## src/rtl/gen_seq_pkg.sv

```systemverilog
// Shared types and constants for the generator sequencer: FSM state
// encoding and the host-visible configuration field map.
package gen_seq_pkg;

    localparam int FIELD_W = 4;

    // Host field indices; index 15 is unused and writes to it are dropped.
    localparam logic [FIELD_W-1:0] FIELD_ITER   = 4'd0;
    localparam logic [FIELD_W-1:0] FIELD_SHIFT  = 4'd1;
    localparam logic [FIELD_W-1:0] FIELD_PER    = 4'd2;
    localparam logic [FIELD_W-1:0] FIELD_INCR   = 4'd3;
    localparam logic [FIELD_W-1:0] FIELD_ITER2  = 4'd4;
    localparam logic [FIELD_W-1:0] FIELD_SHIFT2 = 4'd5;
    localparam logic [FIELD_W-1:0] FIELD_PER2   = 4'd6;
    localparam logic [FIELD_W-1:0] FIELD_INCR2  = 4'd7;
    localparam logic [FIELD_W-1:0] FIELD_ITER3  = 4'd8;
    localparam logic [FIELD_W-1:0] FIELD_SHIFT3 = 4'd9;
    localparam logic [FIELD_W-1:0] FIELD_PER3   = 4'd10;
    localparam logic [FIELD_W-1:0] FIELD_INCR3  = 4'd11;
    localparam logic [FIELD_W-1:0] FIELD_DUTY   = 4'd12;
    localparam logic [FIELD_W-1:0] FIELD_START  = 4'd13;
    localparam logic [FIELD_W-1:0] FIELD_DELAY  = 4'd14;

    typedef enum logic [2:0] {
        ST_IDLE   = 3'd0,
        ST_LOAD   = 3'd1,
        ST_PULSE  = 3'd2,
        ST_ARM    = 3'd3,
        ST_WAIT   = 3'd4,
        ST_FINISH = 3'd5
    } state_e;

endpackage

```

## src/rtl/gen_seq_cfg_bank.sv

```systemverilog
// Configuration bank: NUM_CFG slots of 15 generator fields, one host write
// port and one full-slot combinational read port.
module gen_seq_cfg_bank
    import gen_seq_pkg::*;
#(
    parameter int PERIOD_W = 16,
    parameter int DELAY_W  = 7,
    parameter int NUM_CFG  = 4,
    localparam int SLOT_W  = $clog2(NUM_CFG)
) (
    input  logic                clk,
    input  logic                rst,
    input  logic                we_i,
    input  logic [SLOT_W-1:0]   wr_slot_i,
    input  logic [FIELD_W-1:0]  wr_field_i,
    input  logic [31:0]         wr_data_i,
    input  logic [SLOT_W-1:0]   rd_slot_i,
    output logic [31:0]         rd_iter_o,
    output logic [31:0]         rd_iter2_o,
    output logic [31:0]         rd_iter3_o,
    output logic [31:0]         rd_shift_o,
    output logic [31:0]         rd_shift2_o,
    output logic [31:0]         rd_shift3_o,
    output logic [PERIOD_W-1:0] rd_per_o,
    output logic [PERIOD_W-1:0] rd_per2_o,
    output logic [PERIOD_W-1:0] rd_per3_o,
    output logic [31:0]         rd_incr_o,
    output logic [31:0]         rd_incr2_o,
    output logic [31:0]         rd_incr3_o,
    output logic [PERIOD_W-1:0] rd_duty_o,
    output logic [31:0]         rd_start_o,
    output logic [DELAY_W-1:0]  rd_delay_o
);

    // Storage is grouped by width so narrow fields only keep their LSBs.
    localparam int W_ITER = 0, W_ITER2 = 1, W_ITER3 = 2;
    localparam int W_SHIFT = 3, W_SHIFT2 = 4, W_SHIFT3 = 5;
    localparam int W_INCR = 6, W_INCR2 = 7, W_INCR3 = 8, W_START = 9;
    localparam int NUM_WIDE = 10;
    localparam int P_PER = 0, P_PER2 = 1, P_PER3 = 2, P_DUTY = 3;
    localparam int NUM_PER = 4;

    logic [31:0]         wide_q  [NUM_CFG][NUM_WIDE];
    logic [31:0]         wide_d  [NUM_CFG][NUM_WIDE];
    logic [PERIOD_W-1:0] per_q   [NUM_CFG][NUM_PER];
    logic [PERIOD_W-1:0] per_d   [NUM_CFG][NUM_PER];
    logic [DELAY_W-1:0]  delay_q [NUM_CFG];
    logic [DELAY_W-1:0]  delay_d [NUM_CFG];

    // Decode the host field index into the matching storage cell.
    always_comb begin
        wide_d  = wide_q;
        per_d   = per_q;
        delay_d = delay_q;
        if (we_i) begin
            case (wr_field_i)
                FIELD_ITER:   wide_d[wr_slot_i][W_ITER]   = wr_data_i;
                FIELD_SHIFT:  wide_d[wr_slot_i][W_SHIFT]  = wr_data_i;
                FIELD_PER:    per_d[wr_slot_i][P_PER]     = wr_data_i[PERIOD_W-1:0];
                FIELD_INCR:   wide_d[wr_slot_i][W_INCR]   = wr_data_i;
                FIELD_ITER2:  wide_d[wr_slot_i][W_ITER2]  = wr_data_i;
                FIELD_SHIFT2: wide_d[wr_slot_i][W_SHIFT2] = wr_data_i;
                FIELD_PER2:   per_d[wr_slot_i][P_PER2]    = wr_data_i[PERIOD_W-1:0];
                FIELD_INCR2:  wide_d[wr_slot_i][W_INCR2]  = wr_data_i;
                FIELD_ITER3:  wide_d[wr_slot_i][W_ITER3]  = wr_data_i;
                FIELD_SHIFT3: wide_d[wr_slot_i][W_SHIFT3] = wr_data_i;
                FIELD_PER3:   per_d[wr_slot_i][P_PER3]    = wr_data_i[PERIOD_W-1:0];
                FIELD_INCR3:  wide_d[wr_slot_i][W_INCR3]  = wr_data_i;
                FIELD_DUTY:   per_d[wr_slot_i][P_DUTY]    = wr_data_i[PERIOD_W-1:0];
                FIELD_START:  wide_d[wr_slot_i][W_START]  = wr_data_i;
                FIELD_DELAY:  delay_d[wr_slot_i]          = wr_data_i[DELAY_W-1:0];
                default: ;
            endcase
        end
    end

    // Bank registers; reset clears every slot.
    always_ff @(posedge clk) begin
        if (rst) begin
            for (int s = 0; s < NUM_CFG; s++) begin
                for (int w = 0; w < NUM_WIDE; w++) wide_q[s][w] <= '0;
                for (int p = 0; p < NUM_PER; p++) per_q[s][p] <= '0;
                delay_q[s] <= '0;
            end
        end else begin
            wide_q  <= wide_d;
            per_q   <= per_d;
            delay_q <= delay_d;
        end
    end

    assign rd_iter_o   = wide_q[rd_slot_i][W_ITER];
    assign rd_iter2_o  = wide_q[rd_slot_i][W_ITER2];
    assign rd_iter3_o  = wide_q[rd_slot_i][W_ITER3];
    assign rd_shift_o  = wide_q[rd_slot_i][W_SHIFT];
    assign rd_shift2_o = wide_q[rd_slot_i][W_SHIFT2];
    assign rd_shift3_o = wide_q[rd_slot_i][W_SHIFT3];
    assign rd_incr_o   = wide_q[rd_slot_i][W_INCR];
    assign rd_incr2_o  = wide_q[rd_slot_i][W_INCR2];
    assign rd_incr3_o  = wide_q[rd_slot_i][W_INCR3];
    assign rd_start_o  = wide_q[rd_slot_i][W_START];
    assign rd_per_o    = per_q[rd_slot_i][P_PER];
    assign rd_per2_o   = per_q[rd_slot_i][P_PER2];
    assign rd_per3_o   = per_q[rd_slot_i][P_PER3];
    assign rd_duty_o   = per_q[rd_slot_i][P_DUTY];
    assign rd_delay_o  = delay_q[rd_slot_i];

endmodule

```

## src/rtl/gen_sequencer.sv

```systemverilog
// Sequencer for one address generator: runs slots 0..len-1 back to back,
// repeating the whole sequence rep+1 times, one run pulse per slot.
//
// Handshake with the generator: gen_run_o is a single-cycle request; the
// generator answers with the level gen_done_i. Done is ignored in the cycle
// after the run pulse (ARM) so a done level left over from the previous run
// cannot complete the new one. abort_i overrides everything.
module gen_sequencer
    import gen_seq_pkg::*;
#(
    parameter int PERIOD_W = 16,
    parameter int DELAY_W  = 7,
    parameter int NUM_CFG  = 4,
    localparam int SLOT_W  = $clog2(NUM_CFG)
) (
    input  logic                clk,
    input  logic                rst,
    input  logic                cfg_we_i,
    input  logic [SLOT_W-1:0]   cfg_slot_i,
    input  logic [FIELD_W-1:0]  cfg_field_i,
    input  logic [31:0]         cfg_wdata_i,
    input  logic                go_i,
    input  logic                abort_i,
    input  logic [SLOT_W:0]     seq_len_i,
    input  logic [15:0]         rep_cnt_i,
    input  logic                stall_i,
    input  logic                gen_done_i,
    output logic                gen_run_o,
    output logic                gen_running_o,
    output logic [31:0]         gen_iter_o,
    output logic [31:0]         gen_iter2_o,
    output logic [31:0]         gen_iter3_o,
    output logic [31:0]         gen_shift_o,
    output logic [31:0]         gen_shift2_o,
    output logic [31:0]         gen_shift3_o,
    output logic [PERIOD_W-1:0] gen_per_o,
    output logic [PERIOD_W-1:0] gen_per2_o,
    output logic [PERIOD_W-1:0] gen_per3_o,
    output logic [31:0]         gen_incr_o,
    output logic [31:0]         gen_incr2_o,
    output logic [31:0]         gen_incr3_o,
    output logic [PERIOD_W-1:0] gen_duty_o,
    output logic [31:0]         gen_start_o,
    output logic [DELAY_W-1:0]  gen_delay_o,
    output logic                busy_o,
    output logic                done_o,
    output logic [SLOT_W-1:0]   cur_slot_o
);

    localparam logic [SLOT_W:0] NUM_CFG_L = (SLOT_W+1)'(NUM_CFG);

    state_e              state_q, state_d;
    logic [SLOT_W-1:0]   slot_q, slot_d;
    logic [15:0]         pass_q, pass_d;
    logic [SLOT_W:0]     len_q, len_d;
    logic [15:0]         rep_q, rep_d;
    logic [SLOT_W-1:0]   cur_slot_q, cur_slot_d;
    logic                run_q, run_d;
    logic                done_q, done_d;
    logic                load_en;
    logic [SLOT_W:0]     eff_len;
    logic                more_slots;

    logic [31:0]         rd_iter, rd_iter2, rd_iter3, rd_shift, rd_shift2, rd_shift3;
    logic [31:0]         rd_incr, rd_incr2, rd_incr3, rd_start;
    logic [PERIOD_W-1:0] rd_per, rd_per2, rd_per3, rd_duty;
    logic [DELAY_W-1:0]  rd_delay;

    logic [31:0]         iter_q, iter2_q, iter3_q, shift_q, shift2_q, shift3_q;
    logic [31:0]         iter_d, iter2_d, iter3_d, shift_d, shift2_d, shift3_d;
    logic [31:0]         incr_q, incr2_q, incr3_q, start_q;
    logic [31:0]         incr_d, incr2_d, incr3_d, start_d;
    logic [PERIOD_W-1:0] per_q, per2_q, per3_q, duty_q;
    logic [PERIOD_W-1:0] per_d, per2_d, per3_d, duty_d;
    logic [DELAY_W-1:0]  delay_q, delay_d;

    gen_seq_cfg_bank #(
        .PERIOD_W (PERIOD_W),
        .DELAY_W  (DELAY_W),
        .NUM_CFG  (NUM_CFG)
    ) u_bank (
        .clk        (clk),
        .rst        (rst),
        .we_i       (cfg_we_i),
        .wr_slot_i  (cfg_slot_i),
        .wr_field_i (cfg_field_i),
        .wr_data_i  (cfg_wdata_i),
        .rd_slot_i  (slot_q),
        .rd_iter_o  (rd_iter),
        .rd_iter2_o (rd_iter2),
        .rd_iter3_o (rd_iter3),
        .rd_shift_o (rd_shift),
        .rd_shift2_o(rd_shift2),
        .rd_shift3_o(rd_shift3),
        .rd_per_o   (rd_per),
        .rd_per2_o  (rd_per2),
        .rd_per3_o  (rd_per3),
        .rd_incr_o  (rd_incr),
        .rd_incr2_o (rd_incr2),
        .rd_incr3_o (rd_incr3),
        .rd_duty_o  (rd_duty),
        .rd_start_o (rd_start),
        .rd_delay_o (rd_delay)
    );

    assign eff_len    = (seq_len_i > NUM_CFG_L) ? NUM_CFG_L : seq_len_i;
    assign more_slots = (({1'b0, slot_q} + (SLOT_W+1)'(1)) < len_q);

    // Next-state logic for the sequencing FSM and its counters.
    always_comb begin
        state_d    = state_q;
        slot_d     = slot_q;
        pass_d     = pass_q;
        len_d      = len_q;
        rep_d      = rep_q;
        cur_slot_d = cur_slot_q;
        run_d      = 1'b0;
        done_d     = 1'b0;
        load_en    = 1'b0;
        if (abort_i) begin
            state_d = ST_IDLE;
        end else begin
            case (state_q)
                ST_IDLE: begin
                    if (go_i) begin
                        if (eff_len != '0) begin
                            state_d = ST_LOAD;
                            len_d   = eff_len;
                            rep_d   = rep_cnt_i;
                            slot_d  = '0;
                            pass_d  = '0;
                        end else begin
                            state_d = ST_FINISH;
                        end
                    end
                end
                ST_LOAD: begin
                    load_en    = 1'b1;
                    cur_slot_d = slot_q;
                    run_d      = 1'b1;
                    state_d    = ST_PULSE;
                end
                ST_PULSE: state_d = ST_ARM;
                ST_ARM:   state_d = ST_WAIT;
                ST_WAIT: begin
                    if (gen_done_i) begin
                        if (more_slots) begin
                            slot_d  = slot_q + SLOT_W'(1);
                            state_d = ST_LOAD;
                        end else if (pass_q < rep_q) begin
                            pass_d  = pass_q + 16'd1;
                            slot_d  = '0;
                            state_d = ST_LOAD;
                        end else begin
                            state_d = ST_FINISH;
                        end
                    end
                end
                ST_FINISH: begin
                    done_d  = 1'b1;
                    state_d = ST_IDLE;
                end
                default: state_d = ST_IDLE;
            endcase
        end
    end

    // Generator configuration registers, refreshed only on LOAD.
    always_comb begin
        iter_d   = load_en ? rd_iter   : iter_q;
        iter2_d  = load_en ? rd_iter2  : iter2_q;
        iter3_d  = load_en ? rd_iter3  : iter3_q;
        shift_d  = load_en ? rd_shift  : shift_q;
        shift2_d = load_en ? rd_shift2 : shift2_q;
        shift3_d = load_en ? rd_shift3 : shift3_q;
        per_d    = load_en ? rd_per    : per_q;
        per2_d   = load_en ? rd_per2   : per2_q;
        per3_d   = load_en ? rd_per3   : per3_q;
        incr_d   = load_en ? rd_incr   : incr_q;
        incr2_d  = load_en ? rd_incr2  : incr2_q;
        incr3_d  = load_en ? rd_incr3  : incr3_q;
        duty_d   = load_en ? rd_duty   : duty_q;
        start_d  = load_en ? rd_start  : start_q;
        delay_d  = load_en ? rd_delay  : delay_q;
    end

    // FSM state, counters and every registered output.
    always_ff @(posedge clk) begin
        if (rst) begin
            state_q    <= ST_IDLE;
            slot_q     <= '0;
            pass_q     <= '0;
            len_q      <= '0;
            rep_q      <= '0;
            cur_slot_q <= '0;
            run_q      <= 1'b0;
            done_q     <= 1'b0;
            iter_q     <= '0; iter2_q  <= '0; iter3_q  <= '0;
            shift_q    <= '0; shift2_q <= '0; shift3_q <= '0;
            per_q      <= '0; per2_q   <= '0; per3_q   <= '0;
            incr_q     <= '0; incr2_q  <= '0; incr3_q  <= '0;
            duty_q     <= '0; start_q  <= '0; delay_q  <= '0;
        end else begin
            state_q    <= state_d;
            slot_q     <= slot_d;
            pass_q     <= pass_d;
            len_q      <= len_d;
            rep_q      <= rep_d;
            cur_slot_q <= cur_slot_d;
            run_q      <= run_d;
            done_q     <= done_d;
            iter_q     <= iter_d;  iter2_q  <= iter2_d;  iter3_q  <= iter3_d;
            shift_q    <= shift_d; shift2_q <= shift2_d; shift3_q <= shift3_d;
            per_q      <= per_d;   per2_q   <= per2_d;   per3_q   <= per3_d;
            incr_q     <= incr_d;  incr2_q  <= incr2_d;  incr3_q  <= incr3_d;
            duty_q     <= duty_d;  start_q  <= start_d;  delay_q  <= delay_d;
        end
    end

    assign busy_o        = (state_q != ST_IDLE);
    assign gen_running_o = ((state_q == ST_PULSE) || (state_q == ST_ARM) ||
                            (state_q == ST_WAIT)) && !stall_i;
    assign gen_run_o     = run_q;
    assign done_o        = done_q;
    assign cur_slot_o    = cur_slot_q;
    assign gen_iter_o    = iter_q;
    assign gen_iter2_o   = iter2_q;
    assign gen_iter3_o   = iter3_q;
    assign gen_shift_o   = shift_q;
    assign gen_shift2_o  = shift2_q;
    assign gen_shift3_o  = shift3_q;
    assign gen_per_o     = per_q;
    assign gen_per2_o    = per2_q;
    assign gen_per3_o    = per3_q;
    assign gen_incr_o    = incr_q;
    assign gen_incr2_o   = incr2_q;
    assign gen_incr3_o   = incr3_q;
    assign gen_duty_o    = duty_q;
    assign gen_start_o   = start_q;
    assign gen_delay_o   = delay_q;

endmodule

```

## config.mk

```make
export PLATFORM = sky130hd
export DESIGN_NAME = gen_sequencer
export DESIGN_NICKNAME = d
export VERILOG_FILES = /design/src/rtl/gen_seq_pkg.sv /design/src/rtl/gen_seq_cfg_bank.sv /design/src/rtl/gen_sequencer.sv
export SDC_FILE = /design/constraint.sdc
export NUM_CORES = 2
export LEC_CHECK = 0
export BUFFER_PORTS_ARGS = -buffer_cell sky130_fd_sc_hd__buf_4
export CAP_MARGIN = 20
export CORE_ASPECT_RATIO = 0.75
export CORE_MARGIN = 2
export CORE_UTILIZATION = 33
export DETAILED_ROUTE_END_ITERATION = 16
export GPL_TIMING_DRIVEN = 0
export HOLD_SLACK_MARGIN = 0.1
export SYNTH_ARGS = -nofsm -noshare
export SYNTH_HDL_FRONTEND = slang
export SYNTH_HIERARCHICAL = 1
export SYNTH_SLANG_ARGS = --single-unit
```

## constraint.sdc

```tcl
create_clock -name clk -period 3.7 [get_ports clk]
set_input_delay 0.185 -clock clk [delete_from_list [all_inputs] [get_ports clk]]
set_output_delay 0.185 -clock clk [all_outputs]
set_load 0.01 [all_outputs]
```

==> reports/qor.csv <==
stage;metric;value;unit
detailed_routing;detailed-route DRC error count;0;
die;DIE WIDTH;590;um
synth;number of warnings issued by yosys;6;
synth;fraction of registers with async set or reset after synthesis;0;
die;area of the core;256000;um2
critical_path;capturing element type of the critical path;register;
critical_path;crit path DAT;4.36;ns
placement;number of cells after detailed placement;11700;
detailed_routing;Routed wire per std cell;29.8;um
timing;Tmin final;3.60;ns
detailed_routing;highest layer used for signal routing;met5;
synth;synthesized area;84900;um2
finish;summed area of non-filler cells in the final layout;101000;um2
synth;synth unique cells;61;
timing;Fin Clk Skew;0.0883;ns
run;count of maximum capacitance violations;0;
detailed_routing;length of routed wiring on met1;154000;um
clock_network;# H-tree levels;4;
die;initial cell density of the core;0.331;
synth;number of flops mapped to enable cells by yosys;0;
synth;post-synthesis xor/xnor area fraction;0.000103;
timing;timing-limited maximum frequency;278;MHz
synth;Post-Syn Area per Cell;10.9;um2
die;die footprint;261000;um2
finish;Finished Layout Cells;12200;
detailed_routing;met3 routed WL;36500;um
timing;RSZ-0062 raised after global routing;no;
critical_path;startpoint kind of the worst setup timing path;register;
timing;count of final max-slew check failures;0;
detailed_routing;DRC violation total after the first TritonRoute iteration;6823;
pwr;Pwr Density;453;nW/um2
synth;syn_nets;7879;
grt;via count of the first global-routing pass;63700;
clock_network;clock tree from TritonCTS;built;
detailed_routing;sum of met2 wire segment lengths after detailed routing;154000;um
clock_network;worst-skew pair later-pin latency;0.91;ns
detailed_routing;overall via count from detail_route;64500;
placement;IO buf count;459;
synth;largest family of logic cells by synthesized area;multiplexers;
synth;multiplexer fraction of the synthesized cell area;0.289;
timing;Tightest Pin Transition;1.31;ns
timing;accumulated negative setup slack;0;ns
finish;final layout net count;8676;
finish;most frequent cells in the layout;sky130_fd_sc_hd__dfxtp_1, sky130_fd_sc_hd__nand2b_1, sky130_fd_sc_hd__mux2i_1;
placement;standard cell area after detailed placement;93700;um2
synth;flip-flop and latch count after synthesis;1999;
synth;Post-synth top flop;sky130_fd_sc_hd__dfxtp_1;
finish;synth-to-layout area growth;19.4;%
finish;post-route core utilization;0.395;
die;count of boundary I/O pins;461;
synth;post-synthesis sequential area ratio;0.472;
critical_path;CP required;4.46;ns
clock_network;CTS Buf Count;210;
clock_network;clock sinks;1999;
synth;Simple-Gate Fraction of Synth Area;0.168;
pwr;worst ir drop on vdd;0.360;mV
grt;number of antenna violations at the first check in global routing;30;
timing;Final setup violation count;0;
min_path;Hold Path Class;primary input to register;
detailed_routing;routed via count divided by cell count;5.29;
critical_path;Max Fanout on Critical Path;10;
synth;Compound-Gate Fraction of Synth Area;0.0287;
critical_path;type of the worst setup path;register to register;
grt;wire length of the first global-routing pass;495000;um
status;status;finished clean;
clock_network;total setup buffers inserted after CTS;0;
clock_network;largest buffer count on any clock path;4;
pwr;static leakage;45.3;nW
pwr;Total Power Consumption;0.0459;W
timing;Slew HR;0.125;
synth;cell count after synthesis;7796;
timing;share of the cycle needed by the critical path after routing;0.973;
grt;overflow left after global routing;0;
die;standard-cell rows;161;
detailed_routing;wire length reported by the detailed router;363000;um
detailed_routing;number of antenna-violating nets in the routed design;0;
placement;placer congestion estimate;0.972;
grt;maximum number of pins on one net before global-route repair;17;
clock_network;library cell used as clock root buffer;sky130_fd_sc_hd__clkbuf_16;
grt;GRT Total Usage;0.268;
finish;ratio of cells with drive above 1 in the final layout;0.176;
clock_network;Reg clk slew, reported paths;0.06;ns
placement;half-perimeter wire length of the detailed placement result;270000;um
finish;most common cell after layout, fill and taps aside;sky130_fd_sc_hd__dfxtp_1;
die;chip height;443;um
synth;area share of fa/ha/maj cells after synthesis;0.00280;
detailed_routing;count of TritonRoute iterations in the first routing pass;5;
timing;number of endpoints with negative hold slack in the final report;0;
-- per-layer routing --
metal	GRT usage	vias to the layer above
met4	0.121	18
met1	0.359	32700
met5	0	-
met2	0.400	3002
met3	0.0771	663
li1	-	28100
-- per-stage QoR --
stage | hold WS, ns | setup slack, ns
2_1_floorplan | 0.262 | 1.36
3_3_place_gp | 0.412 | -0.452
3_5_place_dp | 0.423 | 0.223
4_1_cts | 0.101 | 0.241
5_1_grt | 0.131 | 0.122
6_report | 0.155 | 0.0989
-- worst max-delay path, cell delays in order (launching register included) --
cell	delay (ns)
sky130_fd_sc_hd__dfxtp_1	0.66
sky130_fd_sc_hd__clkbuf_1	0.25
sky130_fd_sc_hd__clkbuf_1	0.75
sky130_fd_sc_hd__clkbuf_1	0.94
sky130_fd_sc_hd__mux4_2	0.59
sky130_fd_sc_hd__nand2_1	0.21
sky130_fd_sc_hd__a21oi_1	0.08
-- final cells by class --
type                    instances  area (um2)
fillers                     24800      155000
multi-input cells            5041       41500
flip-flops and latches       1999       40000
clock buffers                 308        6150
repair buffers                585        5200
well taps                    3423        4280
plain buffers                 735        3310
clock inverters                63         754
inverters                      21        78.8
diodes                          5        12.5
-- power breakdown --
part | internal [W] | switching [W] | total [W]
sequential | 0.0216 | 0.0000451 | 0.0216
combinational | 0.000731 | 0.00175 | 0.00248
clock | 0.0124 | 0.00933 | 0.0217
total | 0.0347 | 0.0111 | 0.0459
-- worst paths after layout --
check / start / endpoint / slack, ns / cells after the start
worst max register to register: slot_q[1] / gen_start_o[11] / 0.1 / 6
worst max-delay path: slot_q[1] / gen_start_o[11] / 0.1 / 6
worst min register to register: rep_q[14] / rep_q[14] / 0.45 / 2
worst min-delay path: rep_cnt_i[3] / rep_q[3] / 0.16 / 4
-- logic make-up (layout without fill, tap and decap cells) --
kind of cell             count (synthesis)  count (layout)
AO/OA/AOI/OAI                          462             462
XOR/XNOR                                 1               1
adder cells (fa/ha/maj)                 19              19
buffers and inverters                  756            1712
flip-flops                            1999            1999
multiplexers                          1958            1958
other                                    0               5
AND/OR/NAND/NOR                       2601            2601
-- what timing repair did --
item,in CTS,in global routing
hold endpoints to repair,265,7
resized for setup,0,0
hold buffers,45,2
-- synth_stat cells (5+ instances only) --
master | number | area share
sky130_fd_sc_hd__dfxtp_1 | 1999 | 0.47
sky130_fd_sc_hd__nand2b_1 | 1599 | 0.12
sky130_fd_sc_hd__mux2i_1 | 1565 | 0.18
sky130_fd_sc_hd__nand2_1 | 863 | 0.038
sky130_fd_sc_hd__clkbuf_1 | 513 | 0.023
sky130_fd_sc_hd__a21oi_1 | 424 | 0.025
sky130_fd_sc_hd__mux4_2 | 391 | 0.10
sky130_fd_sc_hd__buf_2 | 141 | 0.0083
sky130_fd_sc_hd__buf_4 | 62 | 0.0055
sky130_fd_sc_hd__nand2_2 | 33 | 0.0024
sky130_fd_sc_hd__inv_1 | 21 | 0.00093
sky130_fd_sc_hd__ha_1 | 19 | 0.0028
sky130_fd_sc_hd__buf_6 | 17 | 0.0023
sky130_fd_sc_hd__nand3_1 | 15 | 0.00088
sky130_fd_sc_hd__nor2_1 | 9 | 0.00040
sky130_fd_sc_hd__and2_1 | 8 | 0.00059
sky130_fd_sc_hd__and3_1 | 8 | 0.00059
sky130_fd_sc_hd__nand2_4 | 8 | 0.0011
sky130_fd_sc_hd__nor3_1 | 7 | 0.00041
sky130_fd_sc_hd__o21ai_0 | 7 | 0.00041
sky130_fd_sc_hd__nand4_1 | 6 | 0.00044
sky130_fd_sc_hd__or4_1 | 6 | 0.00053
sky130_fd_sc_hd__and4b_1 | 5 | 0.00059
-- flip-flops by register name (all words and copies together), names as in the netlist, 28 cells and up --
register,count
gen_shift3_o,32
u_bank/per_q,256
u_bank/delay_q,28
u_bank/wide_q,1280
gen_iter2_o,32
gen_shift_o,32
gen_incr_o,32
gen_start_o,32
gen_iter3_o,32
gen_incr2_o,32
gen_incr3_o,32
gen_shift2_o,32
gen_iter_o,32
No activity file was read; power rests on OpenSTA's default activity.
